<file path="config.mk">
export PLATFORM = sky130hd
export DESIGN_NAME = vga_time_renderer_flat
export DESIGN_NICKNAME = d
export VERILOG_FILES = /design/src/rtl/vga_pkg.sv /design/src/rtl/vga_time_renderer_if.sv /design/src/rtl/font_rom.sv /design/src/rtl/vga_time_renderer.sv /design/src/flat_wrapper.sv
export SDC_FILE = /design/constraint.sdc
export NUM_CORES = 1
export LEC_CHECK = 0
export ABC_AREA = 1
export CAP_MARGIN = 10
export CORE_MARGIN = 4
export CORE_UTILIZATION = 45
export CTS_CLUSTER_SIZE = 40
export DETAILED_ROUTE_END_ITERATION = 8
export GPL_TIMING_DRIVEN = 0
export PLACE_DENSITY = 0.71
export SLEW_MARGIN = 20
export SYNTH_ARGS = -nofsm -noshare
export SYNTH_HDL_FRONTEND = slang
export SYNTH_SLANG_ARGS = --single-unit
export TNS_END_PERCENT = 5
</file>
<file path="constraint.sdc">
create_clock -name clk -period 4.7 [get_ports clk]
set_clock_uncertainty 0.1 [all_clocks]
set_input_delay 0.94 -clock clk [delete_from_list [all_inputs] [get_ports clk]]
set_output_delay 0.94 -clock clk [all_outputs]
set_load 0.02 [all_outputs]
</file>
<file path="src/rtl/vga_pkg.sv">
// Shared constants for the VGA time/date renderer: display size, glyph codes,
// edit-field encodings, colours and the 8x16 font table.
package vga_pkg;

  localparam int H_DISPLAY = 640;
  localparam int V_DISPLAY = 480;

  localparam logic [3:0] GLYPH_COLON = 4'd10;
  localparam logic [3:0] GLYPH_SLASH = 4'd11;
  localparam logic [3:0] GLYPH_BLANK = 4'd15;

  typedef enum logic [2:0] {
    FIELD_NONE     = 3'd0,
    FIELD_HOUR     = 3'd1,
    FIELD_MIN      = 3'd2,
    FIELD_SEC      = 3'd3,
    FIELD_DAY      = 3'd4,
    FIELD_MONTH    = 3'd5,
    FIELD_YEAR     = 3'd6,
    FIELD_NONE_ALT = 3'd7
  } field_e;

  localparam logic [11:0] RGB_BLACK = 12'h000;
  localparam logic [11:0] RGB_WHITE = 12'hFFF;
  localparam logic [11:0] RGB_NAVY  = 12'h008;

  // Digits are drawn as seven-segment shapes; segment order is a..g, a in the MSB.
  function automatic logic [7:0] font_row(input logic [3:0] code, input logic [3:0] row);
    logic [6:0] seg;
    logic [7:0] bits;
    seg  = 7'b0;
    bits = 8'h00;
    case (code)
      4'd0: seg = 7'b1111110;
      4'd1: seg = 7'b0110000;
      4'd2: seg = 7'b1101101;
      4'd3: seg = 7'b1111001;
      4'd4: seg = 7'b0110011;
      4'd5: seg = 7'b1011011;
      4'd6: seg = 7'b1011111;
      4'd7: seg = 7'b1110000;
      4'd8: seg = 7'b1111111;
      4'd9: seg = 7'b1111011;
      default: seg = 7'b0;
    endcase
    if (code <= 4'd9) begin
      case (row)
        4'd2: if (seg[6]) bits = 8'h7E;
        4'd3, 4'd4, 4'd5, 4'd6, 4'd7: bits = {1'b0, seg[1], 4'b0000, seg[5], 1'b0};
        4'd8: if (seg[0]) bits = 8'h7E;
        4'd9, 4'd10, 4'd11, 4'd12: bits = {1'b0, seg[2], 4'b0000, seg[4], 1'b0};
        4'd13: if (seg[3]) bits = 8'h7E;
        default: bits = 8'h00;
      endcase
    end else if (code == GLYPH_COLON) begin
      if (row == 4'd5 || row == 4'd6 || row == 4'd10 || row == 4'd11) bits = 8'h18;
    end else if (code == GLYPH_SLASH) begin
      if (row >= 4'd2 && row <= 4'd13) bits = 8'h02 << ((row - 4'd2) >> 1);
    end
    return bits;
  endfunction

endpackage

</file>
<file path="src/rtl/vga_time_renderer_if.sv">
// Pixel-coordinate and sync stream from the VGA sync generator.
interface vga_time_renderer_if;
  logic [9:0] px_x;
  logic [9:0] px_y;
  logic       hsync_in;
  logic       vsync_in;

  modport master (output px_x, px_y, hsync_in, vsync_in);
  modport slave  (input  px_x, px_y, hsync_in, vsync_in);
endinterface

</file>
<file path="src/rtl/font_rom.sv">
// 16 glyphs x 16 rows x 8 bits; one-clock registered read.
module font_rom (
  input  logic       clk,
  input  logic       rst,
  input  logic [3:0] code,
  input  logic [3:0] row,
  output logic [7:0] bits
);
  import vga_pkg::*;

  logic [7:0] bits_d, bits_q;

  always_comb bits_d = font_row(code, row);

  always_ff @(posedge clk or posedge rst) begin
    if (rst) bits_q <= 8'h00;
    else     bits_q <= bits_d;
  end

  assign bits = bits_q;
endmodule

</file>
<file path="src/rtl/vga_time_renderer.sv">
// Renders "HH:MM:SS" / "DD/MM/YY" as 2x-scaled glyphs; time is shadowed once per
// frame at the start of vertical blanking. Output latency is two clocks.
module vga_time_renderer #(
  parameter int          H_DISPLAY    = vga_pkg::H_DISPLAY,
  parameter int          V_DISPLAY    = vga_pkg::V_DISPLAY,
  parameter int          X0           = 256,
  parameter int          Y0           = 208,
  parameter logic [11:0] FG           = vga_pkg::RGB_WHITE,
  parameter logic [11:0] BG           = vga_pkg::RGB_NAVY,
  parameter int          BLINK_FRAMES = 30
) (
  input  logic                      clk,
  input  logic                      rst,
  vga_time_renderer_if.slave        vid,
  input  logic [7:0]                hour,
  input  logic [7:0]                minute,
  input  logic [7:0]                second,
  input  logic [7:0]                day,
  input  logic [7:0]                month,
  input  logic [7:0]                year,
  input  logic [2:0]                edit_field,
  output logic [11:0]               rgb,
  output logic                      hsync_out,
  output logic                      vsync_out,
  output logic                      frame_start
);
  import vga_pkg::*;

  localparam logic [9:0] X0_V       = 10'(X0);
  localparam logic [9:0] Y0_V       = 10'(Y0);
  localparam logic [9:0] H_V        = 10'(H_DISPLAY);
  localparam logic [9:0] V_V        = 10'(V_DISPLAY);
  localparam logic [5:0] BLINK_LAST = 6'(BLINK_FRAMES - 1);

  // frame-coherent shadow state
  logic [7:0] hour_q, hour_d, min_q, min_d, sec_q, sec_d;
  logic [7:0] day_q, day_d, mon_q, mon_d, year_q, year_d;
  field_e     edit_q, edit_d;
  logic [5:0] blink_cnt_q, blink_cnt_d;
  logic       blink_on_q, blink_on_d;
  logic       cap_prev_q, cap_prev_d;
  logic       frame_start_q, frame_start_d;
  logic       cap_cond, cap;

  // S0 combinational
  logic [9:0] dx, dy;
  logic       in_box, active, line_sel, blanked;
  logic [2:0] chr, bit_col;
  logic [3:0] glyph_row, nib, code;
  logic [7:0] pair;
  field_e     fld;

  // S1 / S2 registers
  logic [7:0]  glyph_bits;
  logic [2:0]  bit_col_q, bit_col_d;
  logic        in_box_q, in_box_d, active_q, active_d;
  logic        hs1_q, hs1_d, vs1_q, vs1_d;
  logic [11:0] rgb_q, rgb_d;
  logic        hs2_q, hs2_d, vs2_q, vs2_d;

  always_comb begin
    cap_cond      = (vid.px_x == 10'd0) && (vid.px_y == V_V);
    cap           = cap_cond && !cap_prev_q;
    cap_prev_d    = cap_cond;
    frame_start_d = cap;
    hour_d        = hour_q;
    min_d         = min_q;
    sec_d         = sec_q;
    day_d         = day_q;
    mon_d         = mon_q;
    year_d        = year_q;
    edit_d        = edit_q;
    blink_cnt_d   = blink_cnt_q;
    blink_on_d    = blink_on_q;
    if (cap) begin
      hour_d = hour;
      min_d  = minute;
      sec_d  = second;
      day_d  = day;
      mon_d  = month;
      year_d = year;
      edit_d = field_e'(edit_field);
      if (blink_cnt_q == BLINK_LAST) begin
        blink_cnt_d = 6'd0;
        blink_on_d  = !blink_on_q;
      end else begin
        blink_cnt_d = blink_cnt_q + 6'd1;
      end
    end
  end

  // Left/above the box wraps to a large unsigned offset, so one compare per axis suffices.
  always_comb begin
    dx        = vid.px_x - X0_V;
    dy        = vid.px_y - Y0_V;
    in_box    = (dx < 10'd128) && (dy < 10'd64);
    active    = (vid.px_x < H_V) && (vid.px_y < V_V);
    chr       = dx[6:4];
    line_sel  = dy[5];
    glyph_row = dy[4:1];
    bit_col   = dx[3:1];
    pair      = 8'h00;
    fld       = FIELD_NONE;
    case (chr)
      3'd0, 3'd1: begin
        pair = line_sel ? day_q : hour_q;
        fld  = line_sel ? FIELD_DAY : FIELD_HOUR;
      end
      3'd3, 3'd4: begin
        pair = line_sel ? mon_q : min_q;
        fld  = line_sel ? FIELD_MONTH : FIELD_MIN;
      end
      3'd6, 3'd7: begin
        pair = line_sel ? year_q : sec_q;
        fld  = line_sel ? FIELD_YEAR : FIELD_SEC;
      end
      default: ;
    endcase
    nib     = (chr == 3'd0 || chr == 3'd3 || chr == 3'd6) ? pair[7:4] : pair[3:0];
    blanked = !blink_on_q && (fld != FIELD_NONE) && (fld == edit_q);
    if (chr == 3'd2 || chr == 3'd5) code = line_sel ? GLYPH_SLASH : GLYPH_COLON;
    else if (nib > 4'd9 || blanked) code = GLYPH_BLANK;
    else                            code = nib;
  end

  font_rom u_font (
    .clk  (clk),
    .rst  (rst),
    .code (code),
    .row  (glyph_row),
    .bits (glyph_bits)
  );

  always_comb begin
    bit_col_d = bit_col;
    in_box_d  = in_box;
    active_d  = active;
    hs1_d     = vid.hsync_in;
    vs1_d     = vid.vsync_in;
    hs2_d     = hs1_q;
    vs2_d     = vs1_q;
    if (!active_q)                         rgb_d = RGB_BLACK;
    else if (!in_box_q)                    rgb_d = BG;
    else if (glyph_bits[3'd7 - bit_col_q]) rgb_d = FG;
    else                                   rgb_d = BG;
  end

  always_ff @(posedge clk or posedge rst) begin
    if (rst) begin
      hour_q        <= 8'h00;
      min_q         <= 8'h00;
      sec_q         <= 8'h00;
      day_q         <= 8'h00;
      mon_q         <= 8'h00;
      year_q        <= 8'h00;
      edit_q        <= FIELD_NONE;
      blink_cnt_q   <= 6'd0;
      blink_on_q    <= 1'b1;
      cap_prev_q    <= 1'b0;
      frame_start_q <= 1'b0;
      bit_col_q     <= 3'd0;
      in_box_q      <= 1'b0;
      active_q      <= 1'b0;
      hs1_q         <= 1'b1;
      vs1_q         <= 1'b1;
      rgb_q         <= RGB_BLACK;
      hs2_q         <= 1'b1;
      vs2_q         <= 1'b1;
    end else begin
      hour_q        <= hour_d;
      min_q         <= min_d;
      sec_q         <= sec_d;
      day_q         <= day_d;
      mon_q         <= mon_d;
      year_q        <= year_d;
      edit_q        <= edit_d;
      blink_cnt_q   <= blink_cnt_d;
      blink_on_q    <= blink_on_d;
      cap_prev_q    <= cap_prev_d;
      frame_start_q <= frame_start_d;
      bit_col_q     <= bit_col_d;
      in_box_q      <= in_box_d;
      active_q      <= active_d;
      hs1_q         <= hs1_d;
      vs1_q         <= vs1_d;
      rgb_q         <= rgb_d;
      hs2_q         <= hs2_d;
      vs2_q         <= vs2_d;
    end
  end

  assign rgb         = rgb_q;
  assign hsync_out   = hs2_q;
  assign vsync_out   = vs2_q;
  assign frame_start = frame_start_q;
endmodule

</file>
<file path="src/flat_wrapper.sv">
// flat-port wrapper written by rule: the top's interface ports become plain ports
module vga_time_renderer_flat import vga_pkg::*;
#(
  parameter int          H_DISPLAY    = vga_pkg::H_DISPLAY,
  parameter int          V_DISPLAY    = vga_pkg::V_DISPLAY,
  parameter int          X0           = 256,
  parameter int          Y0           = 208,
  parameter logic [11:0] FG           = vga_pkg::RGB_WHITE,
  parameter logic [11:0] BG           = vga_pkg::RGB_NAVY,
  parameter int          BLINK_FRAMES = 30
)
  (clk, rst, hour, minute, second, day, month, year, edit_field, rgb, hsync_out, vsync_out, frame_start, vid_px_x, vid_px_y, vid_hsync_in, vid_vsync_in);
  vga_time_renderer_if vid_i ();
  input  logic clk;
  input  logic rst;
  input  logic [7:0] hour;
  input  logic [7:0] minute;
  input  logic [7:0] second;
  input  logic [7:0] day;
  input  logic [7:0] month;
  input  logic [7:0] year;
  input  logic [2:0] edit_field;
  output logic [11:0] rgb;
  output logic hsync_out;
  output logic vsync_out;
  output logic frame_start;
  input wire logic [$bits(vid_i.px_x)-1:0] vid_px_x;
  input wire logic [$bits(vid_i.px_y)-1:0] vid_px_y;
  input wire logic [$bits(vid_i.hsync_in)-1:0] vid_hsync_in;
  input wire logic [$bits(vid_i.vsync_in)-1:0] vid_vsync_in;
  assign vid_i.px_x = vid_px_x;
  assign vid_i.px_y = vid_px_y;
  assign vid_i.hsync_in = vid_hsync_in;
  assign vid_i.vsync_in = vid_vsync_in;
  vga_time_renderer #(.H_DISPLAY(H_DISPLAY), .V_DISPLAY(V_DISPLAY), .X0(X0), .Y0(Y0), .FG(FG), .BG(BG), .BLINK_FRAMES(BLINK_FRAMES)) u_core (.clk(clk), .rst(rst), .vid(vid_i), .hour(hour), .minute(minute), .second(second), .day(day), .month(month), .year(year), .edit_field(edit_field), .rgb(rgb), .hsync_out(hsync_out), .vsync_out(vsync_out), .frame_start(frame_start));
endmodule
</file>
After elaboration in Yosys (flattened, before gate mapping)
Memory sizes are Yosys's and may differ from the RTL's. Index checks and enable logic that the tools add are counted.

Word-level logic and storage cells: 112. Memory bits (read-only): 112. Output and inout bits: 15. Input port bits: 75. Register bits after elaboration: 89. Memories: 1.

Shift operators: 1. Add/subtract/negate cells: 5. Eq/ne operators: 24. Magnitude comparators: 9. Reduce and logical (&&, ||, !) cells: 25. Mux-type cells: 27.

Memory list: (name not given) (words 16, width 7, rd ports 1, clocked after Yosys merged registers in 0, wr ports 0, RTL line vga_pkg.sv:33) `case (code)`.

Operators with widths (number): 2-to-1 mux 8 bit (7); one-hot mux 8 bit (5 select lines) (1); 2-to-1 mux 12 bit (3); == test 4 bit, second input constant (8); one-hot mux 8 bit (3 select lines) (1); 2-to-1 mux 7 bit (3); == test 4 x 3 -> 1 bit, second input constant (4); == test 3 bit, second input constant (4); 2-to-1 mux 4 bit (3); == test 10 x 9 -> 1 bit, second input constant (1); zero test 10 bit (1); less-than comparator 10 bit, second input constant (1); less-than comparator 10 x 7 -> 1 bit, second input constant (1); less-than comparator 10 x 8 -> 1 bit, second input constant (1); less-than comparator 10 x 9 -> 1 bit, second input constant (1); subtractor 10 x 8 -> 10 bit, second input constant (1); subtractor 10 x 9 -> 10 bit, second input constant (1); 2-to-1 mux 3 bit (3); one-hot mux 3 bit (3 select lines) (1); == test 4 x 2 -> 1 bit, second input constant (2); less-or-equal comparator 4 bit, second input constant (2); left shift 2 x 3 -> 8 bit, first input constant (1); logical AND 1 bit (7); logical OR 1 bit (7); 21 further kinds (26).

Logic depth before layout (Yosys ltp)
Gate-level depths: netlist (run 1).

Depth in word-level cells: 14. Depth in mapped cells: 26. Gate-level depth less buffers: 25.

Cells and area by module
Synthesis (run 1) repeated with hierarchy kept, for this count alone.

Cell total of the unflattened synthesis: 631. Area total of the unflattened synthesis: 4571.9 µm².

Modules (own cells, without submodules): vga_time_renderer (times used 1, cells an instance 513, seq. area each 1783.0 µm², area an instance 3812.4 µm²); font_rom (times used 1, cells an instance 118, seq. area each 175.2 µm², area an instance 759.5 µm²).

Least setup slack after synthesis (run 1)
No wires, ideal clock.

Kind: input to register. Start: input vid_px_y[4]. End: register u_core.u_font.bits_q[6], in the netlist u_core.u_font.bits[6]. Setup slack: 1.135 ns. Library setup time: 0.130 ns. Arrival time: 3.335 ns. Required time: 4.470 ns. Cell stages on the path: 23. Path through: inv_1 -> ha_1 -> buf_4 -> buf_6 -> nand2_1 -> nor2_1 -> nor2_1 -> nand3_1 -> nand2_1 -> inv_1 -> nand2_2 -> nand3_1 -> nand2_1 -> inv_1 -> ha_1 -> nand4_1 -> nand2_1 -> inv_2 -> nand2_2 -> nand3_1 -> nor2_2 -> nor2_4 -> nand3_1.

Word-level cells in the longest chain between the ends: 13. Elaborated cells between the ends (all ways): 50. Those cells by class: add/sub (2); order compare (4); eq/ne (15); shift (1); mux (20); reduce/logical (7); memory (1).

RTL lines: start: declaration (RTL line flat_wrapper.sv:28) `input wire logic [$bits(vid_i.px_y)-1:0] vid_px_y;`; subtractor 10 x 8 -> 10 bit (*) (RTL line vga_time_renderer.sv:95) `dy = vid.px_y - Y0_V;`; branches (longest 11 deep; another with memory (16 x 7 bit)); 2-to-1 mux 8 bit (*) (RTL line vga_pkg.sv:46) `if (code <= 4'd9) begin`; net u_core.u_font.bits_d[6] (RTL line font_rom.sv:11) `logic [7:0] bits_d, bits_q;`; end signal: assignment (RTL line font_rom.sv:17) `else bits_q <= bits_d;`; end: declaration (RTL line font_rom.sv:11).

Mark *: on every way through the listed nets, which the timed path passes. A chain may end at the register's enable or synchronous reset.

Worst setup path after layout (run 1)
Ends and elaborated chain as after synthesis.

==> results of run 1 <==
logic make-up (layout without fill, tap and decap cells):
group | after synthesis | count (layout) | synth area share (%)
and+or+nand+nor | 372 | 372 | 35.7
buffers and inverters | 85 | 190 | 8.89
DFF | 78 | 78 | 44.3
AOI/OAI and AO/OA | 55 | 55 | 6.91
adders and majority gates | 12 | 12 | 3.40
xor gates and xnor gates | 4 | 4 | 0.793
power by group through the flow:
| stage | sequential, mW | clock [mW] | combinational (mW) |
|---|---|---|---|
| after detailed placement | 0.699 | 0 | 0.300 |
| after global placement | 0.699 | 0 | 0.292 |
| final | 0.685 | 0.527 | 0.302 |
| after floorplan | 0.700 | 0 | 0.178 |
| after global routing | 0.687 | 0.561 | 0.338 |
| after CTS | 0.686 | 0.539 | 0.302 |
metal layers:
layer  track usage [%]  up-vias  part of all wire [%]
met5                 0        -                     0
met3              3.37       11                   5.7
met4              4.93        0                   1.0
met2              34.3      129                    48
met1              27.1     1895                    46
li1                  -     2080                     -
final cells by class:
| class | count | area (sq um) | area share, % |
|---|---|---|---|
| multi-input cells | 443 | 2070 | 36.3 |
| flip-flops and latches | 78 | 1960 | 34.4 |
| repair buffers | 89 | 908 | 15.9 |
| inverters | 58 | 221 | 3.89 |
| plain buffers | 27 | 174 | 3.05 |
| well taps | 129 | 161 | 2.83 |
| clock buffers | 10 | 138 | 2.41 |
| clock inverters | 6 | 70.1 | 1.23 |
state kept, by name, summed over array words and instances (netlist names), 6 cells and up:
| name | count |
|---|---|
| u_core.min_q | 8 |
| u_core.hour_q | 8 |
| u_core.mon_q | 8 |
| u_core.day_q | 8 |
| u_core.sec_q | 8 |
| u_core.year_q | 8 |
| u_core.u_font.bits | 7 |
| u_core.blink_cnt_q | 6 |
timing repair:
| action | 4_1_cts | 5_1_grt |
|---|---|---|
| hold buffers | 0 | 0 |
| resized for setup | 0 | 1 |
| hold endpoints to repair | 0 | 0 |
| setup endpoints to repair | 0 | 1 |
worst paths after layout:
path / endpoint / slack (ns) / depth (start not counted)
min in group asynchronous: u_core.blink_cnt_q[2]$_DFFE_PP0P_ / 0.81 / 2
hold / removal: u_core.vsync_out$_DFF_PP1_ / 0.26 / 0
setup reg to reg: u_core.u_font.bits[6]$_DFF_PP0_ / 1.99 / 21
hold reg to reg: u_core.vsync_out$_DFF_PP1_ / 0.26 / 0
setup / recovery: u_core.u_font.bits[6]$_DFF_PP0_ / 0.34 / 25
max in group asynchronous: u_core.vs1_q$_DFF_PP1_ / 3.10 / 3
cells in the final DEF, fill, tap and decap left out, types with 4 or more instances in the layout:
master           count
nand2_1            265
clkdlybuf4s50_1     88
dfrtp_1             73
inv_1               48
nor2_1              36
o21ai_0             27
nand3_1             25
a21oi_1             13
ha_1                12
clkbuf_1            11
buf_4               11
nor3_1              10
clkbuf_8            10
nor2_2               9
inv_2                8
nand2_2              6
dfstp_2              5
buf_6                4
through the flow:
step	cells	setup TNS [ns]	hold WS [ns]	cell area [sq um]
global placement	823	-0.00152	0.247	5460
detailed placement	824	-0.0840	0.254	5490
CTS	840	0	0.267	5700
floorplan	606	0	0.245	4420
finish	840	0	0.264	5700
global route	840	0	0.269	5700
==> flow_metrics.py, run 1 <==
metrics = {
    "status": {
        "status": "finished, final reports clean",
    },
    "min_path": {
        "hold_start": "u_core.vs1_q$_DFF_PP1_",
        "holdCritPathClass": "reg -> reg",
    },
    "clock_network": {
        "clk_path_buf_depth": 2,
        "cts_sinks": 78,
        "path_clk_slew_ns": 0.09,
        "clock_latency_ns": 0.35,
        "cts_setup_buffers": 0,
        "root_buffer": "clkbuf_8",
        "cts_tree": "done",
        "cts_made_buffers": 9,
        "htreeDepth": 3,
    },
    "sta": {
        "rsz0062_at_grt": "false",
        "fmax_mhz": 229,
        "final_hold_viol_count": 0,
        "min_period_ns": 4.36,
        "fin_crit_sh_pct": 92.9,
        "maxSlewViolCount": 0,
        "worstMarginPinSlew_ns": 0.609,
        "setup_viol": 0,
        "setup_ws_ns": 0.336,
        "slew_headroom_pct": 59.4,
    },
    "routing": {
        "drt_iter0_markers": 160,
        "vias_per_cell": 4.90,
        "vias": 4115,
        "postRouteAntennaNets": 0,
        "routedWlPerCell_um": 13.3,
        "dr.pass1.iters": 5,
        "routed_wl_mm": 11.2,
        "drc": 0,
    },
    "floorplan": {
        "die_area_sq_um": 11500,
        "core-area_sq_um": 9420,
        "io_pins": 90,
        "die_h_um": 107,
        "die_x_um": 107,
        "rows": 35,
        "start_util_pct": 46.9,
    },
    "power_and_ir_drop": {
        "pwr-share-comb_pct": 19.9,
        "ir_worst_vdd_v": 0.000161,
        "p_sw_share_pct": 29.3,
        "switching_power_mw": 0.444,
        "pwr-share-seq_pct": 45.3,
        "power-per-cell-area_nw_per_um2": 266,
        "leakagePower_nw": 2.95,
        "p_total_mw": 1.51,
        "p_int_mw": 1.07,
        "pwr-share-clk_pct": 34.8,
    },
    "critical_path": {
        "cp.arrival_ns": 4.48,
        "cp-start-kind": "input port",
        "crit_family": "simple AND/OR/NAND/NOR gates",
        "worst_setup_path_end_kind": "flip-flop",
        "worstPathRequired_ns": 4.82,
        "crit_start": "vid_px_y[4]",
        "path_buf_inv": 7,
        "critPathMaxStageDelay_ns": 0.56,
        "crit_top_cell": "nand2_1",
        "crit_fanout": 10,
        "crit_path_top_delay_cell": "clkdlybuf4s50_1",
        "rr_startpoint": "u_core.sec_q[1]$_DFFE_PP0P_",
        "critical_path_class": "in -> reg",
    },
    "placed_design": {
        "hpwl_mm": 8.63,
        "preCtsSetupSlack_ns": -0.0395,
        "portBuffers": 88,
        "globalplace.congestion": 0.899,
    },
    "logic_synthesis": {
        "synth_commonest_cells": "nand2_1 (265), dfrtp_1 (73), inv_1 (50)",
        "netlist_instances": 606,
        "syn_nets": 693,
        "yosysMostFrequentCell": "nand2_1",
        "synth_top_cell_by_area": "dfrtp_1",
        "yosys-top-cells-area": "dfrtp_1 (41%), nand2_1 (23%), inv_1 (4.2%), ha_1 (3.4%), nor2_1 (3.1%)",
        "ys.flop_type": "dfrtp_1",
        "syn-cell-area_sq_um": 4420,
        "async_flop_share_pct": 100,
        "synth.avg_cell_area_sq_um": 7.29,
        "synth_warnings": 0,
        "ys_types": 40,
        "synth-seq-area-share_pct": 44.3,
        "synth_seq_cells": 78,
        "synth_enable_flop_cells": 0,
        "synth_top_area_share_pct": 41.3,
    },
    "finish": {
        "area_growth_pct": 29.0,
        "fin_nets": 793,
        "fillers": 867,
        "drive_above_1_share_pct": 10.4,
        "antenna_cells": 0,
        "utilization_pct": 60.5,
    },
    "global_routing": {
        "grt_pass1_vias": 4008,
        "antenna_found_initial": 0,
        "overflow": 0,
        "groute.usage.overall_pct": 20.2,
        "grt_pass1_wl_mm": 18.7,
        "grt_max_degree": 56,
    },
    "flow_run": {
        "drv_cap": 0,
    },
}
No activity file was read; power rests on OpenSTA's default activity.
==> run 2, diff against run 1 <==
Settings changed: CORE_UTILIZATION 45 to 50, PLACE_DENSITY 0.71 to 0.89.
==> run 2 against run 1 <==
Net effect: flip-flop and latch count stayed put; sequential share of layout area is 0.31 points higher; worst setup slack better by 0.10 ns; combinational power hardly changed; via count is 1.6% higher; maximum frequency is 2.3% higher; final cell count is 2.5% lower; register-to-register slack better by 0.03 ns; final area is 0.90% lower; first-iteration DRC count is 46% higher; clock-buffer cell count is 1 higher; core utilization is 4.5 points higher; critical path type unchanged; largest cell class unchanged; highest routed layer unchanged.
==> flow_metrics.py, run 2 (same netlist as run 1, synthesis figures left out) <==
metrics = {
    "clock_network": {
        "cts_setup_buffers": 0,
        "htreeDepth": 3,
        "cts_sinks": 78,
        "cts_made_buffers": 9,
        "clk_path_buf_depth": 2,
        "path_clk_slew_ns": 0.08,
        "root_buffer": "clkbuf_8",
        "cts_tree": "done",
        "cts.repair.resized": 0,
        "clock_latency_ns": 0.36,
        "holdBufCountCts": 0,
    },
    "sta": {
        "rsz0062_at_grt": "false",
        "setup_ws_ns": 0.436,
        "slew_headroom_pct": 66.3,
        "worstMarginPinSlew_ns": 0.501,
        "finalSetupTns_ns": 0,
        "min_period_ns": 4.26,
        "final_hold_viol_count": 0,
        "fin_crit_sh_pct": 90.7,
        "setup_viol": 0,
        "fmax_mhz": 235,
        "maxSlewViolCount": 0,
    },
    "min_path": {
        "holdPathEnd": "u_core.hsync_out$_DFF_PP1_",
        "whs_path_depth": 0,
        "hold_start": "u_core.hs1_q$_DFF_PP1_",
        "holdCritPathClass": "reg -> reg",
    },
    "critical_path": {
        "path_buf_inv": 7,
        "worst_setup_path_end_kind": "flip-flop",
        "r2r_cells": 21,
        "worstPathRequired_ns": 4.84,
        "r2r_setup_slack_ns": 2.02,
        "critPathMaxStageDelay_ns": 0.53,
        "critical_path_class": "in -> reg",
        "rr_startpoint": "u_core.sec_q[6]$_DFFE_PP0P_",
        "cp.arrival_ns": 4.40,
        "crit_family": "buffers and inverters",
        "cp-start-kind": "input port",
        "crit_top_cell": "nand2_1",
        "crit_fanout": 10,
        "r2r_end": "u_core.u_font.bits[6]$_DFF_PP0_",
        "crit_path_top_delay_cell": "clkdlybuf4s50_1",
    },
    "floorplan": {
        "die_x_um": 102,
        "core-area_sq_um": 8680,
        "die_area_sq_um": 10400,
        "rows": 34,
        "die_h_um": 102,
        "start_util_pct": 50.9,
        "io_pins": 90,
    },
    "power_and_ir_drop": {
        "pwr-share-seq_pct": 47.0,
        "power-per-cell-area_nw_per_um2": 259,
        "p_sw_share_pct": 30.2,
        "p_int_mw": 1.02,
        "ir_worst_vdd_v": 0.000164,
        "pwr-share-comb_pct": 20.5,
        "switching_power_mw": 0.441,
        "leakagePower_nw": 2.94,
        "pwr-share-clk_pct": 32.5,
    },
    "routing": {
        "wl_met1_mm": 4.53,
        "routedWlPerCell_um": 13.4,
        "wl_met2_mm": 5.38,
        "met3_length_um": 914,
        "highest_layer": "met4",
        "drt_iter0_markers": 234,
        "vias": 4179,
        "postRouteAntennaNets": 0,
        "routed_wl_mm": 11.0,
        "vias_per_cell": 5.10,
        "drc": 0,
        "dr.pass1.iters": 5,
    },
    "global_routing": {
        "grt_max_degree": 52,
        "grt_pass1_wl_mm": 18.5,
        "grt_pass1_vias": 4140,
        "antenna_found_initial": 0,
        "groute.usage.overall_pct": 22.3,
        "overflow": 0,
    },
    "placed_design": {
        "preCtsSetupSlack_ns": 0.0988,
        "globalplace.congestion": 0.914,
        "portBuffers": 88,
        "hpwl_mm": 8.44,
    },
    "finish": {
        "antenna_cells": 0,
        "area_growth_pct": 27.8,
        "drive_above_1_share_pct": 10.1,
        "fin_nets": 793,
        "most-common-layout-cells": "nand2_1 (265), clkdlybuf4s50_1 (88), dfrtp_1 (73)",
        "layout_commonest_cell": "nand2_1",
    },
    "flow_run": {
        "drv_cap": 0,
    },
    "status": {
        "status": "finished, final reports clean",
    },
}
run 2: worst max path at each step:
stage          depth (start not counted)  slack, ns                              end   startpoint
6_report                              25       0.44  u_core.u_font.bits[6]$_DFF_PP0_  vid_px_y[4]
5_1_grt                               23       0.14  u_core.u_font.bits[6]$_DFF_PP0_  vid_px_y[4]
4_1_cts                               25       0.48  u_core.u_font.bits[6]$_DFF_PP0_  vid_px_y[4]
3_5_place_dp                          25        0.1  u_core.u_font.bits[6]$_DFF_PP0_  vid_px_y[4]
3_3_place_gp                          25       0.08  u_core.u_font.bits[6]$_DFF_PP0_  vid_px_y[4]
2_1_floorplan                         23       1.14  u_core.u_font.bits[6]$_DFF_PP0_  vid_px_y[4]
run 2: stage by stage:
stage                     instance area [sq um]  total power, mW  cells  hold slack [ns]  utilization [%]
final                                      5650             1.46    819            0.262             65.1
after CTS                                  5650             1.47    819            0.264             65.1
after global routing                       5650             1.54    819            0.268             65.1
after global placement                     5440            0.984    802            0.246             62.6
after detailed placement                   5470            0.996    803            0.251             63.0
after floorplan                            4420            0.878    606            0.245                -
run 2: power groups by stage:
stage | registers [mW] | logic [mW] | clock network [mW]
3_3_place_gp | 0.699 | 0.285 | 0
6_report | 0.686 | 0.299 | 0.475
5_1_grt | 0.687 | 0.334 | 0.518
2_1_floorplan | 0.700 | 0.178 | 0
4_1_cts | 0.686 | 0.299 | 0.487
3_5_place_dp | 0.699 | 0.297 | 0
run 2: per-layer routing:
metal | up-vias | global-route usage, %
li1 | 2079 | -
met1 | 1905 | 27.6
met2 | 182 | 39.2
met3 | 13 | 4.16
met4 | 0 | 7.47
met5 | - | 0
run 2: area by class of cell:
cell class | instances | area, sq um
plain buffers | 27 | 174
clock buffers | 11 | 141
clock inverters | 5 | 41.3
fillers | 757 | 3030
inverters | 58 | 221
multi-input cells | 443 | 2070
flip-flops and latches | 78 | 1960
well taps | 108 | 135
repair buffers | 89 | 908
==> run 3, diff against run 2 <==
Settings changed: CORE_MARGIN 4 to 1, REMOVE_ABC_BUFFERS set to 1.
==> run 3 against run 2 <==
Net effect: critical path type unchanged; non-clock buffer count fell by 25; flip-flop and latch count unchanged; critical path depth is the same; first-iteration DRC count down 7.7%.
==> flow_metrics.py, run 3 (same netlist as run 1, synthesis figures left out) <==
metrics = {
    "status": {
        "status": "finished, final reports clean",
    },
    "finish": {
        "utilization_pct": 66.3,
        "fin_nets": 768,
        "layout_commonest_cell": "nand2_1",
        "area_growth_pct": 25.8,
        "fillers": 700,
        "regArea_sq_um": 1960,
        "multi_input_area_sq_um": 2090,
        "most-common-layout-cells": "nand2_1 (265), clkdlybuf4s50_1 (89), dfrtp_1 (73)",
        "drive_above_1_share_pct": 8.60,
        "antenna_cells": 0,
    },
    "power_and_ir_drop": {
        "pwr-share-clk_pct": 36.3,
        "p_int_mw": 1.11,
        "switching_power_mw": 0.432,
        "ir_worst_vdd_v": 0.000147,
        "pwr-share-seq_pct": 44.6,
        "pwr-share-comb_pct": 19.1,
        "power-per-cell-area_nw_per_um2": 277,
        "p_sw_share_pct": 28.1,
        "leakagePower_nw": 2.87,
        "p_total_mw": 1.54,
    },
    "clock_network": {
        "htreeDepth": 3,
        "cts_made_buffers": 9,
        "path_clk_slew_ns": 0.07,
        "holdBufCountCts": 0,
        "clk_path_buf_depth": 2,
        "cts_sinks": 78,
        "clock_latency_ns": 0.36,
        "cts_tree": "done",
        "root_buffer": "clkbuf_8",
    },
    "routing": {
        "routed_wl_mm": 10.2,
        "drc": 0,
        "postRouteAntennaNets": 0,
        "drt_iter0_markers": 216,
        "vias": 4045,
        "routedWlPerCell_um": 12.9,
        "dr.pass1.iters": 5,
        "vias_per_cell": 5.11,
    },
    "sta": {
        "fin_crit_sh_pct": 95.1,
        "finalSetupTns_ns": 0,
        "setup_viol": 0,
        "maxSlewViolCount": 0,
        "setup_ws_ns": 0.231,
        "min_period_ns": 4.47,
        "rsz0062_at_grt": "false",
        "final_hold_viol_count": 0,
        "slew_headroom_pct": 52.4,
        "fmax_mhz": 224,
        "worstMarginPinSlew_ns": 0.713,
        "holdWs_ns": 0.258,
    },
    "placed_design": {
        "preCtsSetupSlack_ns": -0.797,
        "portBuffers": 89,
        "globalplace.congestion": 0.865,
        "hpwl_mm": 7.50,
    },
    "floorplan": {
        "start_util_pct": 52.7,
        "die_area_sq_um": 9220,
        "io_pins": 90,
        "die_x_um": 96.0,
        "rows": 33,
        "die_h_um": 96.0,
        "core-area_sq_um": 8380,
    },
    "global_routing": {
        "grt_max_degree": 50,
        "overflow": 0,
        "grt_pass1_vias": 3860,
        "groute.usage.overall_pct": 23.7,
        "grt_pass1_wl_mm": 16.7,
        "antenna_found_initial": 0,
    },
    "min_path": {
        "holdPathEnd": "u_core.vsync_out$_DFF_PP1_",
        "whs_path_depth": 0,
        "holdCritPathClass": "reg -> reg",
        "hold_start": "u_core.vs1_q$_DFF_PP1_",
    },
    "critical_path": {
        "r2r_setup_slack_ns": 1.98,
        "cp-start-kind": "input port",
        "rr_startpoint": "u_core.min_q[6]$_DFFE_PP0P_",
        "crit_fanout": 38,
        "worst_setup_path_end_kind": "flip-flop",
        "worstPathRequired_ns": 4.83,
        "cp.arrival_ns": 4.60,
        "r2r_cells": 19,
        "r2r_end": "u_core.u_font.bits[6]$_DFF_PP0_",
        "critical_path_class": "in -> reg",
    },
    "flow_run": {
        "drv_cap": 0,
    },
}
[run 3: cell types whose count changed in the layout (fill, tap and decap cells not counted), moves of 2 or more]
| cell | previous run | this run |
|---|---|---|
| clkbuf_1 | 12 | 1 |
| buf_6 | 4 | 0 |
| bufinv_16 | 0 | 2 |
| buf_4 | 11 | 0 |
[run 3: cell type report]
type                            count  share of cell area [%]
Sequential cell                    78                    35.2
Clock inverter                      6                    1.67
Timing Repair Buffer               91                    16.9
Tap cell                          105                    2.36
Multi-Input combinational cell    443                    37.6
Inverter                           58                    3.98
Clock buffer                       10                    2.30
[run 3: worst max path at each step]
stage | from | endpoint | slack (ns) | cells past startpoint
after floorplan | vid_px_y[4] | u_core.blink_on_q$_DFFE_PP1P_ | -0.38 | 9
after global placement | vid_px_y[4] | u_core.blink_cnt_q[3]$_DFFE_PP0P_ | -2.28 | 10
final | vid_px_y[4] | u_core.u_font.bits[6]$_DFF_PP0_ | 0.23 | 25
after detailed placement | vid_px_y[4] | u_core.u_font.bits[6]$_DFF_PP0_ | -0.80 | 25
after global routing | vid_px_y[4] | u_core.u_font.bits[6]$_DFF_PP0_ | 0.02 | 25
after CTS | vid_px_y[4] | u_core.u_font.bits[6]$_DFF_PP0_ | 0.28 | 25
[run 3: per-layer routing]
layer | vias up | share of wire (%) | track usage [%]
li1 | 2028 | - | -
met1 | 1849 | 42 | 27.1
met2 | 150 | 50 | 43.7
met3 | 18 | 6.7 | 5.92
met4 | 0 | 1.5 | 6.47
met5 | - | 0 | 0
[run 3: repair_timing]
item	CTS	global route
setup buffers	0	0
resized for setup	2	0
endpoints found under the setup margin	7	0
[run 3: critical path, stage by stage]
cell and delay [ns]:
clkdlybuf4s50_1 0.53, inv_1 0.18, ha_4 0.57, inv_2 0.25, nand2_1 0.11, nand2_1 0.06
nand2_1 0.05, nand2_1 0.05, inv_1 0.06, nand3_1 0.08, nand2_2 0.12, nand2_2 0.09
nand2_4 0.11, nand3_1 0.09, nand2_1 0.18, inv_1 0.15, ha_1 0.22, nand4_1 0.08
nand2_1 0.07, inv_2 0.06, nand2_2 0.09, nand3_1 0.11, nor2_2 0.06, nor2_4 0.18
nand3_1 0.10
[run 3: power groups by stage]
stage               registers [mW]  logic [mW]  clock network, mW
floorplan                    0.700       0.168                  0
global placement             0.699       0.277                  0
detailed placement           0.699       0.289                  0
CTS                          0.686       0.293              0.568
global route                 0.687       0.327              0.597
finish                       0.686       0.294              0.558
[run 3: per-stage QoR]
stage	area, sq um	instances
after floorplan	4250	579
after global placement	5270	773
after detailed placement	5330	775
after CTS	5560	791
after global routing	5560	791
final	5560	791
